--- src/rtl/seg_pkg.sv ---
// Shared constants for the 7-segment scan driver.
// Patterns are active-low, bit order g..a.
package seg_pkg;

    localparam logic [6:0] SEG_OFF = 7'h7F;

    localparam logic [6:0] SEG_HEX [16] = '{
        7'h40, 7'h79, 7'h24, 7'h30,
        7'h19, 7'h12, 7'h02, 7'h78,
        7'h00, 7'h10, 7'h08, 7'h03,
        7'h46, 7'h21, 7'h06, 7'h0E
    };

    function automatic int idx_width(input int n);
        return (n < 2) ? 1 : $clog2(n);
    endfunction

endpackage

--- src/rtl/hex7seg.sv ---
// Hex nibble to active-low 7-segment pattern.
// Purely combinational lookup.
module hex7seg
    import seg_pkg::*;
(
    input  logic [3:0] nibble,
    output logic [6:0] seg
);

    assign seg = SEG_HEX[nibble];

endmodule

--- src/rtl/seg_scan_mux.sv ---
// Multiplexed N-digit 7-segment driver with dwell,
// blanking, leading-zero suppression and framed loads.
module seg_scan_mux
    import seg_pkg::*;
#(
    parameter int DIGITS       = 3,
    parameter int DWELL        = 1024,
    parameter int BLANK_CYCLES = 16,
    parameter int LZ_SUPPRESS  = 1
) (
    input  logic                  CLK,
    input  logic                  BTNR,
    input  logic [4*DIGITS-1:0]   DATA,
    input  logic [DIGITS-1:0]     DP_IN,
    input  logic [DIGITS-1:0]     DIG_EN,
    input  logic                  LOAD,
    output logic                  PENDING,
    output logic                  FRAME,
    output logic [6:0]            SEG,
    output logic                  DP,
    output logic [DIGITS-1:0]     AN
);

    localparam int CW = $clog2(DWELL);
    localparam int IW = idx_width(DIGITS);

    if (DIGITS < 1) begin : g_chk_digits
        $error("seg_scan_mux: DIGITS must be >= 1");
    end
    if (DWELL < 2) begin : g_chk_dwell
        $error("seg_scan_mux: DWELL must be >= 2");
    end
    if (BLANK_CYCLES >= DWELL) begin : g_chk_blank
        $error("seg_scan_mux: BLANK_CYCLES must be < DWELL");
    end

    logic [CW-1:0]         cnt;
    logic [IW-1:0]         idx;
    logic [4*DIGITS-1:0]   sh_data;
    logic [DIGITS-1:0]     sh_dp;
    logic [DIGITS-1:0]     sh_en;
    logic [4*DIGITS-1:0]   act_data;
    logic [DIGITS-1:0]     act_dp;
    logic [DIGITS-1:0]     act_en;

    logic                  slot_end;
    logic                  last_dig;
    logic                  boundary;

    assign slot_end = (cnt == CW'(DWELL - 1));
    assign last_dig = (idx == IW'(DIGITS - 1));
    assign boundary = slot_end && last_dig;

    always_ff @(posedge CLK or posedge BTNR) begin
        if (BTNR) begin
            cnt <= '0;
            idx <= '0;
        end else if (slot_end) begin
            cnt <= '0;
            idx <= last_dig ? '0 : idx + 1'b1;
        end else begin
            cnt <= cnt + 1'b1;
        end
    end

    // Commit uses the shadow as it was before any same-cycle LOAD,
    // so a LOAD on the boundary stays pending for the next frame.
    always_ff @(posedge CLK or posedge BTNR) begin
        if (BTNR) begin
            sh_data  <= '0;
            sh_dp    <= '0;
            sh_en    <= '0;
            act_data <= '0;
            act_dp   <= '0;
            act_en   <= '0;
            PENDING  <= 1'b0;
        end else begin
            if (LOAD) begin
                sh_data <= DATA;
                sh_dp   <= DP_IN;
                sh_en   <= DIG_EN;
            end
            if (boundary && PENDING) begin
                act_data <= sh_data;
                act_dp   <= sh_dp;
                act_en   <= sh_en;
            end
            if (LOAD) begin
                PENDING <= 1'b1;
            end else if (boundary) begin
                PENDING <= 1'b0;
            end
        end
    end

    logic [DIGITS-1:0] zero_up;
    logic [DIGITS-1:0] supp;
    logic              run_zero;

    always_comb begin
        zero_up  = '0;
        run_zero = 1'b1;
        for (int i = DIGITS - 1; i >= 0; i--) begin
            run_zero   = run_zero && (act_data[4*i +: 4] == 4'h0);
            zero_up[i] = run_zero;
        end
    end

    assign supp = (LZ_SUPPRESS != 0) ?
                  (zero_up & ~DIGITS'(1)) : '0;

    logic [3:0] nib;
    logic       en_sel;
    logic       dp_sel;
    logic       sup_sel;
    logic       visible;
    logic [6:0] seg_pat;

    always_comb begin
        nib     = '0;
        en_sel  = 1'b0;
        dp_sel  = 1'b0;
        sup_sel = 1'b0;
        for (int i = 0; i < DIGITS; i++) begin
            if (idx == IW'(i)) begin
                nib     = act_data[4*i +: 4];
                en_sel  = act_en[i];
                dp_sel  = act_dp[i];
                sup_sel = supp[i];
            end
        end
    end

    assign visible = en_sel && !sup_sel &&
                     (cnt >= CW'(BLANK_CYCLES));

    hex7seg u_hex (
        .nibble (nib),
        .seg    (seg_pat)
    );

    always_ff @(posedge CLK or posedge BTNR) begin
        if (BTNR) begin
            AN    <= '1;
            SEG   <= SEG_OFF;
            DP    <= 1'b1;
            FRAME <= 1'b0;
        end else begin
            FRAME <= boundary;
            if (visible) begin
                AN  <= ~(DIGITS'(1) << idx);
                SEG <= seg_pat;
                DP  <= ~dp_sel;
            end else begin
                AN  <= '1;
                SEG <= SEG_OFF;
                DP  <= 1'b1;
            end
        end
    end

endmodule

--- config.mk ---
export PLATFORM = sky130hd
export DESIGN_NAME = seg_scan_mux
export DESIGN_NICKNAME = d
export VERILOG_FILES = /design/src/rtl/seg_pkg.sv /design/src/rtl/hex7seg.sv /design/src/rtl/seg_scan_mux.sv
export SDC_FILE = /design/constraint.sdc
export NUM_CORES = 1
export LEC_CHECK = 0
export BUFFER_PORTS_ARGS = -buffer_cell sky130_fd_sc_hd__buf_2
export CAP_MARGIN = 20
export CORE_MARGIN = 3
export CORE_UTILIZATION = 32
export CTS_CLUSTER_SIZE = 25
export DETAILED_ROUTE_END_ITERATION = 7
export GPL_ROUTABILITY_DRIVEN = 0
export SYNTH_ARGS = -nofsm -noshare
export SYNTH_HDL_FRONTEND = slang
export SYNTH_SLANG_ARGS = --single-unit
export TNS_END_PERCENT = 1
--- constraint.sdc ---
create_clock -name CLK -period 4.5 [get_ports CLK]
set_input_delay 0.225 -clock CLK [delete_from_list [all_inputs] [get_ports CLK]]
set_output_delay 0.225 -clock CLK [all_outputs]
set_load 0.05 [all_outputs]
### After elaboration in Yosys (flattened, before gate mapping)

Memories as Yosys holds them, arrays and structs flattened.
Index checks and enable logic that the tools add are counted.

| word-level totals | value |
|---|---|
| register bits after elaboration | 61 |
| bits in latches | 0 |
| memory bits (writable) | 0 |
| memory bits (read-only) | 112 |
| input port bits | 21 |
| output and inout bits | 13 |
| word-level logic and storage cells | 55 |
| memories kept | 1 |

Memories:

| name | depth | width | rd ports | clocked after memory_dff | wr ports | RTL line | source |
|---|---|---|---|---|---|---|---|
| (name not given) | 16 | 7 | 1 | 0 | 0 | hex7seg.sv:10 | `assign seg = SEG_HEX[nibble];` |

| cells by class | value |
|---|---|
| add/sub/neg operators | 2 |
| multipliers | 0 |
| divide/modulo/power cells | 0 |
| $lt $le $gt $ge | 2 |
| equality and inequality tests | 3 |
| shifts and indexed selects | 1 |
| multiplexer cells | 20 |
| bitwise gates (word level) | 3 |
| reductions and logical operators | 10 |

Operators by type and width:

| cell | count |
|---|---|
| two-way mux 7 bit | 3 |
| two-way mux 4 bit | 3 |
| two-way mux 1 bit | 11 |
| adder 10 x 1 -> 10 bit, second input constant | 1 |
| equality test 10 bit, second input constant | 1 |
| >= comparator 10 x 5 -> 1 bit, second input constant | 1 |
| two-way mux 10 bit | 1 |
| logical NOT 4 bit | 2 |
| >= comparator 5 bit, second input constant | 1 |
| logical AND 1 bit | 5 |
| NOT 4 -> 5 bit | 1 |
| two-way mux 3 bit | 1 |
| NOT 3 bit | 1 |
| left shift 1 x 2 -> 3 bit, first input constant | 1 |
| adder 2 x 1 -> 2 bit, second input constant | 1 |
| equality test 2 x 1 -> 1 bit, second input constant | 1 |
| equality test 2 bit, second input constant | 1 |
| logical NOT 2 bit | 1 |
| two-way mux 2 bit | 1 |
| nonzero test 2 bit | 1 |
| logical NOT 1 bit | 1 |
| NOT 1 bit | 1 |

### Longest topological paths before layout

| depth | value |
|---|---|
| depth after elaboration | 9 |
| gate-level depth with buffers | 10 |
| depth with buffers taken out | 8 |

### Cells and area by module

A second synthesis with hierarchy kept.

| unflattened totals | value |
|---|---|
| cells, all modules | 225 |
| area, all modules | 2,857.7 um^2 |

Modules (own cells, without submodules):

| module | times used | cells each | area each (um^2) | seq. area each (um^2) |
|---|---|---|---|---|
| seg_scan_mux | 1 | 193 | 2,582.5 | 1,540.2 |
| hex7seg | 1 | 32 | 275.3 | 0.0 |

### Worst setup path before layout

Ideal clock, no wire load.

| timing path | value |
|---|---|
| path kind | reg2reg |
| from | reg idx[1] |
| to | reg SEG[3] |
| library setup time | 0.062 ns |
| data arrival time | 2.007 ns |
| data required time | 4.438 ns |
| path slack | 2.431 ns |
| stages on the path, launching flop included | 11 |
| buffers on the path | 2 |
| clock period less this slack | 2.069 ns |
| path through | dfrtp_1 clkbuf_1 clkbuf_1 nand2_1 o22ai_1 inv_1 ha_1 inv_1 mux2i_1 a22o_1 nand2_1 |

| between the ends | value |
|---|---|
| cells in the longest elaborated chain, start to end | 9 |
| elaborated cells on any way between the ends | 19 |
| classes of those cells | eq/ne: 2; mux: 11; bitwise: 1; reduce/logical: 4; memory: 1 |

RTL lines:

| item | RTL line | source |
|---|---|---|
| start, declared | seg_scan_mux.sv:38 | `logic [IW-1:0] idx;` |
| start signal, assigned | seg_scan_mux.sv:60 | `idx <= last_dig ? '0 : idx + 1'b1;` |
| logical NOT 2 bit | seg_scan_mux.sv:125 | `if (idx == IW'(i)) begin` |
| two-way mux 4 bit (3 in series) | seg_scan_mux.sv:125 |  |
| NOT 4 -> 5 bit (implied by the code) | hex7seg.sv:10 |  |
| memory read (16 x 7 bit) | - |  |
| two-way mux 7 bit (implied by the code) (2 in series) | hex7seg.sv:10 |  |
| two-way mux 7 bit * | seg_scan_mux.sv:150 | `if (visible) begin` |
| end signal, assigned | seg_scan_mux.sv:152 | `SEG <= seg_pat;` |
| end, declared | seg_scan_mux.sv:19 | `output logic [6:0] SEG,` |

Mark *: on every way between the ends. The rest lies on a longest branch, timed or not. The select of a mux whose other input is x is not followed.
A chain may end at the register's enable or synchronous reset.

### Worst setup path after layout

| timing path | value |
|---|---|
| from | reg idx[0] |
| to | reg SEG[3] |

Same word-level chain as after synthesis.

==> summary.txt <==
Run status
  – Status: completed

Drt
  – Wire per inst: 13.7 um
  – Drt first pass iters: 4
  – WL met2: 2280 um
  – Via count: 1716
  – DRC violations left: 0
  – DR iter-0 viols: 49
  – Met3 Wirelength: 276 um
  – Wire length on met1: 2380 um
  – Vias per cell: 4.74
  – DR top layer: met4
  – Post-Route WL: 4960 um
  – Final antenna-violating net count: 0

Critical path
  – R2R depth: 8
  – Crit path max fanout: 17
  – Worst Path Required: 4770 ps
  – Setup crit end kind: flip-flop
  – Reg-to-Reg Start: idx[0]
  – Setup Crit Path Kind: reg -> reg
  – Kind of start point of the critical path: flip-flop
  – WP data arrival: 2670 ps
  – Reg2reg end: SEG[3]
  – Reg2Reg Setup Slack: 2090 ps

Global routing
  – GRT overflow: 0
  – Initial antenna violation count: 0
  – GRT Util Overall: 11.1%
  – Largest net degree at the start of global routing: 62
  – Global-route wire length before repair: 8560 um
  – Vias in the first global route: 1796

Synthesis
  – Top FF cell, synth: dfrtp_1
  – Avg Inst Size Synth: 12.9 um^2
  – Async set-or-reset flop fraction in the synthesized netlist: 100%
  – Synth Instances: 216
  – Mapped cell area: 2800 um^2
  – YS warnings: 0
  – #FFs+latches synth: 61
  – Register area share after synthesis: 55.1%
  – Number of synthesized flops with an enable pin: 0
  – Syn Nets: 245
  – Synth unique cells: 41

Timing
  – F_max: 0.415 GHz
  – Slew margin rel.: 49.7%
  – Fin worst setup slack: 2090 ps
  – Final hold vios: 0
  – Final worst-path cycle share: 53.5%
  – Slew Viols, Final: 0
  – RSZ-0062 raised after global routing: no
  – Setup TNS: 0 ps
  – Worst slew pin tran: 754 ps
  – Fin crit period: 2410 ps
  – Setup violators final: 0
  – Fin Clk Skew: 7.66 ps

Power
  – LEAKAGE: 1.44 nW
  – Power Total: 0.00110 W
  – Maximum vdd drop: 0.171 mV
  – Pwr Density: 336 nW/um^2

Finish
  – Commonest non-fill, non-tap cell in the layout: dfrtp_1
  – Most frequent cells in the layout: dfrtp_1, buf_2, mux2_2
  – # diodes: 0
  – FILL cells: 809
  – Share of cells above drive strength 1: 40.1%
  – NumNets Final: 282
  – Area delta synth->final: 16.7%

Placement
  – Detailed placement HPWL: 3500 um
  – Pre-CTS worst setup slack: 2060 ps
  – PortBufs: 33

Clock network
  – H-tree level count: 3
  – Hold buffers post-CTS: 0
  – Post-CTS sizing: 0
  – Postcts setup bufs: 0
  – Clock Latency Late Sink: 330 ps
  – Cts bufs inserted: 9
  – Clk buf depth: 2
  – Clock transition at path regs: 60 ps
  – Clock sink count: 61
  – Root Buffer: clkbuf_8
  – TritonCTS clock tree: built

Die
  – Die W: 99.5 um
  – Initial Util: 33.5%
  – Num ports: 34
  – CORE AREA: 8340 um^2
  – Die area: 9890 um^2
  – Placement Rows: 33
  – Die height: 99.5 um

Job
  – MaxCap Viol Count: 0

Min path
  – HP Class: in -> async
power by group:
part           internal, W  total (W)  switching, W
registers         0.000565   0.000574    0.00000872
logic            0.0000212  0.0000401     0.0000188
clock network     0.000281   0.000481      0.000200
total             0.000867    0.00110      0.000228
flip-flops by register name, summed over array words and instances, names as in the netlist:
name / cells
act_data: 12
sh_data: 12
cnt: 10
SEG: 7
AN: 3
act_dp: 3
act_en: 3
sh_dp: 3
sh_en: 3
idx: 2
DP: 1
FRAME: 1
PENDING: 1
worst max path at each step:
stage          slack [ps]     end  depth (start not counted)  startpoint
6_report             2090  SEG[3]                          8      idx[0]
5_1_grt              1790  SEG[0]                          8      idx[0]
4_1_cts              2040  SEG[3]                          8      idx[0]
3_5_place_dp         2060  SEG[3]                          8      idx[0]
3_3_place_gp         2080  SEG[3]                          8      idx[0]
2_1_floorplan        2430  SEG[3]                         10      idx[1]
cell type report:
type | count | area [um^2] | share of cell area, %
repair buffers | 35 | 180 | 5.52
clock buffers | 11 | 151 | 4.64
inverters | 10 | 37.5 | 1.15
well taps | 105 | 131 | 4.03
multi-input cells | 136 | 1170 | 36.0
flip-flops and latches | 61 | 1540 | 47.2
clock inverters | 4 | 47.5 | 1.46
synthesized netlist by cell type, drive strengths merged (5+ instances only):
cell	n	area share (%)
dfrtp	50	45
mux2	37	16
nand2	18	2.4
dfstp	11	10
inv	10	1.3
mux2i	10	3.6
ha	8	3.6
o21ai	7	1.3
clkbuf	6	0.81
nor2	6	0.81
nand3	5	1.5
xor2	5	1.6
logic make-up after synthesis:
group           after synthesis  synth area share, %
xor+xnor                      9                 2.82
buf+inv                      19                 2.91
fa+ha+maj                     8                 3.58
compound gates               28                 6.76
flops                        61                 55.1
simple gates                 44                 9.00
mux                          47                 19.8
layer usage:
layer  global-route usage [%]  vias up
met1                     14.5      840
met5                        0        -
met2                     16.1       36
li1                         -      838
met4                     4.10        0
met3                     5.05        2
worst max-delay path, stage by stage, from the launching register on:
cell and delay [ps]:
dfrtp_1 750, mux2i_1 160, o22ai_1 480, inv_1 180
ha_1 330, inv_1 80, mux2i_1 70, a22o_1 240
nand2_1 60
per-stage QoR:
step | area (um^2) | hold slack (ps) | util (%) | cells
final | 3260 | 88.4 | 39.1 | 362
after global routing | 3260 | 95.8 | 39.1 | 362
after CTS | 3250 | 103 | 39.0 | 361
after global placement | 3060 | 459 | 36.6 | 346
after floorplan | 2800 | 377 | - | 216
after detailed placement | 3060 | 459 | 36.6 | 346
Note: power is estimated with default switching activity, not from simulation.
